### config.mk
export PLATFORM = sky130hd
export DESIGN_NAME = serial_subtractor
export DESIGN_NICKNAME = d
export VERILOG_FILES = /design/src/rtl/serial_subtractor.sv
export SDC_FILE = /design/constraint.sdc
export NUM_CORES = 1
export LEC_CHECK = 0
export ABC_AREA = 1
export CAP_MARGIN = 20
export CORE_ASPECT_RATIO = 1.25
export CORE_MARGIN = 2
export CORE_UTILIZATION = 50
export CTS_BUF_LIST = sky130_fd_sc_hd__clkbuf_16
export DETAILED_ROUTE_END_ITERATION = 8
export GPL_ROUTABILITY_DRIVEN = 0
export HOLD_SLACK_MARGIN = 0.06
export PLACE_DENSITY = 0.77
export SLEW_MARGIN = 20
export SYNTH_ARGS = -nofsm -noshare
export SYNTH_HDL_FRONTEND = slang
export SYNTH_SLANG_ARGS = --single-unit
export TNS_END_PERCENT = 30
### constraint.sdc
create_clock -name clk -period 2.2 [get_ports clk]
set_input_delay 0.22 -clock clk [delete_from_list [all_inputs] [get_ports clk]]
set_output_delay 0.22 -clock clk [all_outputs]
set_load 0.05 [all_outputs]
### src/rtl/serial_subtractor.sv
// rtl/serial_subtractor.sv - bit-serial full subtractor with start/done handshake
module serial_subtractor #(
    parameter int WIDTH = 8
) (
    input  logic             clk,
    input  logic             rst_n,
    input  logic             start,
    input  logic [WIDTH-1:0] a,
    input  logic [WIDTH-1:0] b,
    output logic             busy,
    output logic             done,
    output logic [WIDTH-1:0] diff,
    output logic             borrow_out,
    output logic             ovf
);

    localparam int CW = $clog2(WIDTH) + 1;

    typedef enum logic [1:0] {
        IDLE  = 2'd0,
        SHIFT = 2'd1,
        DONE  = 2'd2
    } state_t;

    state_t           state_q, state_d;
    logic [WIDTH-1:0] a_sh_q, a_sh_d;
    logic [WIDTH-1:0] b_sh_q, b_sh_d;
    logic [WIDTH-1:0] diff_q, diff_d;
    logic [CW-1:0]    cnt_q, cnt_d;
    logic             borrow_q, borrow_d;
    logic             a_msb_q, a_msb_d;
    logic             b_msb_q, b_msb_d;
    logic             borrow_out_q, borrow_out_d;
    logic             ovf_q, ovf_d;
    logic             done_q, done_d;

    // single full-subtractor cell operating on the current LSBs
    logic ai, bi, bin, d_bit, bout;
    assign ai    = a_sh_q[0];
    assign bi    = b_sh_q[0];
    assign bin   = borrow_q;
    assign d_bit = ai ^ bi ^ bin;
    assign bout  = (~ai & bi) | (~(ai ^ bi) & bin);

    // state register and datapath registers; reset abandons any operation
    always_ff @(posedge clk or negedge rst_n) begin
        if (!rst_n) begin
            state_q      <= IDLE;
            a_sh_q       <= '0;
            b_sh_q       <= '0;
            diff_q       <= '0;
            cnt_q        <= '0;
            borrow_q     <= 1'b0;
            a_msb_q      <= 1'b0;
            b_msb_q      <= 1'b0;
            borrow_out_q <= 1'b0;
            ovf_q        <= 1'b0;
            done_q       <= 1'b0;
        end else begin
            state_q      <= state_d;
            a_sh_q       <= a_sh_d;
            b_sh_q       <= b_sh_d;
            diff_q       <= diff_d;
            cnt_q        <= cnt_d;
            borrow_q     <= borrow_d;
            a_msb_q      <= a_msb_d;
            b_msb_q      <= b_msb_d;
            borrow_out_q <= borrow_out_d;
            ovf_q        <= ovf_d;
            done_q       <= done_d;
        end
    end

    // next-state logic: capture in IDLE, one bit per edge in SHIFT, pulse in DONE
    always_comb begin
        state_d      = state_q;
        a_sh_d       = a_sh_q;
        b_sh_d       = b_sh_q;
        diff_d       = diff_q;
        cnt_d        = cnt_q;
        borrow_d     = borrow_q;
        a_msb_d      = a_msb_q;
        b_msb_d      = b_msb_q;
        borrow_out_d = borrow_out_q;
        ovf_d        = ovf_q;
        done_d       = 1'b0;

        case (state_q)
            IDLE: begin
                if (start) begin
                    a_sh_d   = a;
                    b_sh_d   = b;
                    borrow_d = 1'b0;
                    cnt_d    = '0;
                    a_msb_d  = a[WIDTH-1];
                    b_msb_d  = b[WIDTH-1];
                    state_d  = SHIFT;
                end
            end
            SHIFT: begin
                a_sh_d   = a_sh_q >> 1;
                b_sh_d   = b_sh_q >> 1;
                diff_d   = {d_bit, diff_q[WIDTH-1:1]};
                borrow_d = bout;
                cnt_d    = cnt_q + CW'(1);
                if (cnt_q == CW'(WIDTH - 1)) begin
                    state_d      = DONE;
                    borrow_out_d = bout;
                    // the last d_bit is the result sign bit
                    ovf_d        = (a_msb_q ^ b_msb_q) & (d_bit ^ a_msb_q);
                    done_d       = 1'b1;
                end
            end
            DONE: begin
                state_d = IDLE;
            end
            default: begin
                state_d = IDLE;
            end
        endcase
    end

    assign busy       = (state_q != IDLE);
    assign done       = done_q;
    assign diff       = diff_q;
    assign borrow_out = borrow_out_q;
    assign ovf        = ovf_q;

endmodule
==> parameters.txt <==
Parameter                              Value

Yosys
  Most repeated cell in the gate-level netlist after synthesis ... sky130_fd_sc_hd__nand2_1
  Flip-flop and latch count after synthesis ... 36
  Multiplexer share of the synthesized area ... 0%
  Distinct cell type count of the synthesized netlist ... 17
  Number of warnings issued by yosys ... 0
  Largest cells by area after synthesis ... sky130_fd_sc_hd__dfrtp_1 (53%), sky130_fd_sc_hd__nand2_1 (24%), sky130_fd_sc_hd__nand3_1 (5.9%), sky130_fd_sc_hd__inv_1 (2.9%), sky130_fd_sc_hd__buf_6 (2.7%)
  Share of the synthesized area in the top cell type ... 53.5%
  Post-synthesis cell area ... 1680 sq um
  Top post-synthesis cells by count ... sky130_fd_sc_hd__nand2_1 (106), sky130_fd_sc_hd__dfrtp_1 (36), sky130_fd_sc_hd__nand3_1 (20)
  Compound-gate portion of the synthesized area ... 4.83%
  Number of synthesized flops with an enable pin ... 0
  Arithmetic-cell share of the synthesized area counting full adders, half adders and majority gates ... 1.93%
  Sequential fraction of the synthesis area ... 53.5%
  Cell type with the highest aggregate area in the netlist ... sky130_fd_sc_hd__dfrtp_1
  Largest family of logic cells by synthesized area ... simple AND/OR/NAND/NOR gates
  Post-synth net total ... 230
  Post-synth top flop ... sky130_fd_sc_hd__dfrtp_1
  Post-synthesis simple-gate area fraction ... 31.4%
  Mean area per synthesized cell ... 8.06 sq um
  Asr flop ratio synth ... 100%
  Synth Area in XOR/XNOR ... 0%
  Mapped Cells ... 209

Layout
  Fraction of layout instances using a drive strength above 1 ... 7.02%
  Area added between synthesis and finish ... 27.5%
  Antenna cell count ... 0
  Number of nets in the layout ... 262

CTS
  H-tree Lvls ... 2
  Worst skew pair latency ... 280 ps
  Cts-stage hold buffer count ... 0
  CTS tree ... done
  Clock transition at path regs ... 50 ps
  CTS Buf Count ... 5
  Total setup buffers inserted after CTS ... 0
  Cell at the root of the clock tree ... sky130_fd_sc_hd__clkbuf_16
  Total clock sinks ... 36
  Clock tree buffer depth ... 2
  Resized Gates After CTS ... 0

Job
  Number of maximum-capacitance violations ... 0

Setup path
  Cell type group with the largest total delay on the critical path ... buffers and inverters
  Data required time at the worst endpoint ... 1980 ps
  Start point of the critical path ... state_q[0]
  Slowest cell on the critical path ... sky130_fd_sc_hd__clkdlybuf4s50_1
  Critical-path maximum fanout ... 2
  Internal reg-to-reg setup slack ... 810 ps
  CP cell instances ... inv_1 > nand2_1 > clkdlybuf4s50_1
  Kind of critical path ... reg -> out
  Buf/Inv on CP ... 2
  Worst flop-to-flop path startpoint ... a_sh_q[0]
  Worst Setup Start Kind ... register
  Arrival @ worst endpoint ... 1550 ps
  Nature of the critical path endpoint ... output port
  CP max stage delay ... 800 ps

Power
  Switching component of the power ... 1450 uW
  Int Pwr ... 2010 uW
  Seq pwr share ... 33.0%
  Clock Power Share ... 22.6%
  Switching power as a share of total power ... 41.9%
  PwrDens ... 1610 nW/um^2
  Static leakage power ... 0.00113 uW
  Worst IR drop on VDD ... 1290 uV
  Sum of internal, switching and leakage power ... 3450 uW
  Comb pwr share ... 44.4%

Global route
  GRT Resource Usage Total ... 20.7%
  Global route total overflow ... 0
  Pin count of the biggest net entering global routing ... 37
  Initial antenna violation count ... 0
  Number of global-route vias before repair ... 1336
  Global-route wire length before repair ... 5890 um

STA
  Slew Viols, Final ... 0
  Final period utilization ... 80.7%
  Final critical-path required period ... 1770 ps
  Post-route setup slack ... 425 ps
  Fmax ... 0.563 GHz
  Skew final ... 3.33 ps
  Final setup vio count ... 0
  Sum of negative setup slack ... 0 ps
  Worst slew margin relative to its limit ... 66.4%
  Transition time of the tightest slew-check pin ... 503 ps
  Unrepaired setup endpoints after global routing ... false
  Hold Vio Cnt, Final ... 0

Placed design
  DP Wirelength ... 2280 um
  Count of buffers from port buffering ... 30
  Worst Setup Slack post-DPL ... 742 ps

Floorplanning
  Standard cell core area ... 3220 sq um
  Effective utilization at floorplan ... 52.3%
  Die area ... 3850 sq um
  Row Count ... 23
  Chip Width ... 55.9 um
  Top-Level Pins ... 31
  Overall die height ... 68.9 um

Drt
  First-pass iteration count of the detailed router ... 4
  Detailed-route wire length ... 3410 um
  Via density ... 4.99
  Antenna Violating Nets Remaining ... 0
  DRC violation total after the first TritonRoute iteration ... 64
  DR DRC count ... 0
  Vias ... 1391
  Wirelength per Cell ... 12.2 um

Worst hold path
  Classification of the worst-slack hold path ... in -> async

Outcome
  Status ... finished clean
==> worst paths after layout <==
path,cells past startpoint,endpoint
setup / recovery,3,busy
hold / removal,2,a_sh_q[1]
setup reg to reg,6,ovf
hold reg to reg,2,b_sh_q[0]
max in group asynchronous,2,a_sh_q[6]
min in group clk,2,b_sh_q[0]
==> routing by layer <==
layer / up-vias / part of all wire, % / track usage (%)
met2: 36 / 49 / 36.0
met1: 641 / 43 / 23.8
met4: 0 / 2.5 / 11.3
li1: 707 / - / -
met5: - / 0 / 0
met3: 7 / 5.7 / 5.41
==> power groups by stage <==
| stage | combinational [uW] | sequential, uW | clock [uW] |
|---|---|---|---|
| finish | 1530 | 1140 | 781 |
| global placement | 1510 | 1140 | 0 |
| floorplan | 897 | 1410 | 0 |
| CTS | 1560 | 1140 | 797 |
| global route | 1730 | 1170 | 828 |
| detailed placement | 1550 | 1140 | 0 |
==> sequential cells by signal (all words and copies together), names as in the netlist <==
signal	count
bin	1
b_msb_q	1
done	1
a_sh_q	8
state_q	2
borrow_out	1
ovf	1
cnt_q	4
b_sh_q	8
diff	8
a_msb_q	1
==> logic make-up (layout without fill, tap and decap cells) <==
| kind of cell | Yosys count | in the layout |
|---|---|---|
| buf+inv | 25 | 58 |
| compound gates | 14 | 14 |
| flops | 36 | 36 |
| simple gates | 132 | 132 |
| fa+ha+maj | 2 | 2 |
==> cell usage in the layout, fill, tap and decap left out, drive strengths merged <==
cell	Yosys	final
nand2	107	107
dfrtp	36	36
clkdlybuf4s50	0	30
nand3	20	20
inv	15	16
o21ai	14	14
clkbuf	0	5
buf	10	5
nor2	4	4
nand4	1	1
fa	1	1
ha	1	1
bufinv	0	1
clkinv	0	1
==> metrics by stage <==
step / hold WS (ps) / instance area, sq um / instances / util (%)
2_1_floorplan: -75.6 / 1680 / 209 / -
3_3_place_gp: 465 / 1980 / 271 / 61.5
3_5_place_dp: 469 / 1980 / 271 / 61.5
4_1_cts: 375 / 2150 / 279 / 66.6
5_1_grt: 406 / 2150 / 279 / 66.6
6_report: 355 / 2150 / 279 / 66.6
==> area by class of cell <==
type,instances,area [sq um]
multi-input cells,148,642
repair buffers,35,338
inverters,15,56.3
clock inverters,3,38.8
clock buffers,5,125
well taps,37,46.3
fillers,291,1080
flip-flops and latches,36,901
Note: power is estimated with default switching activity, not from simulation.
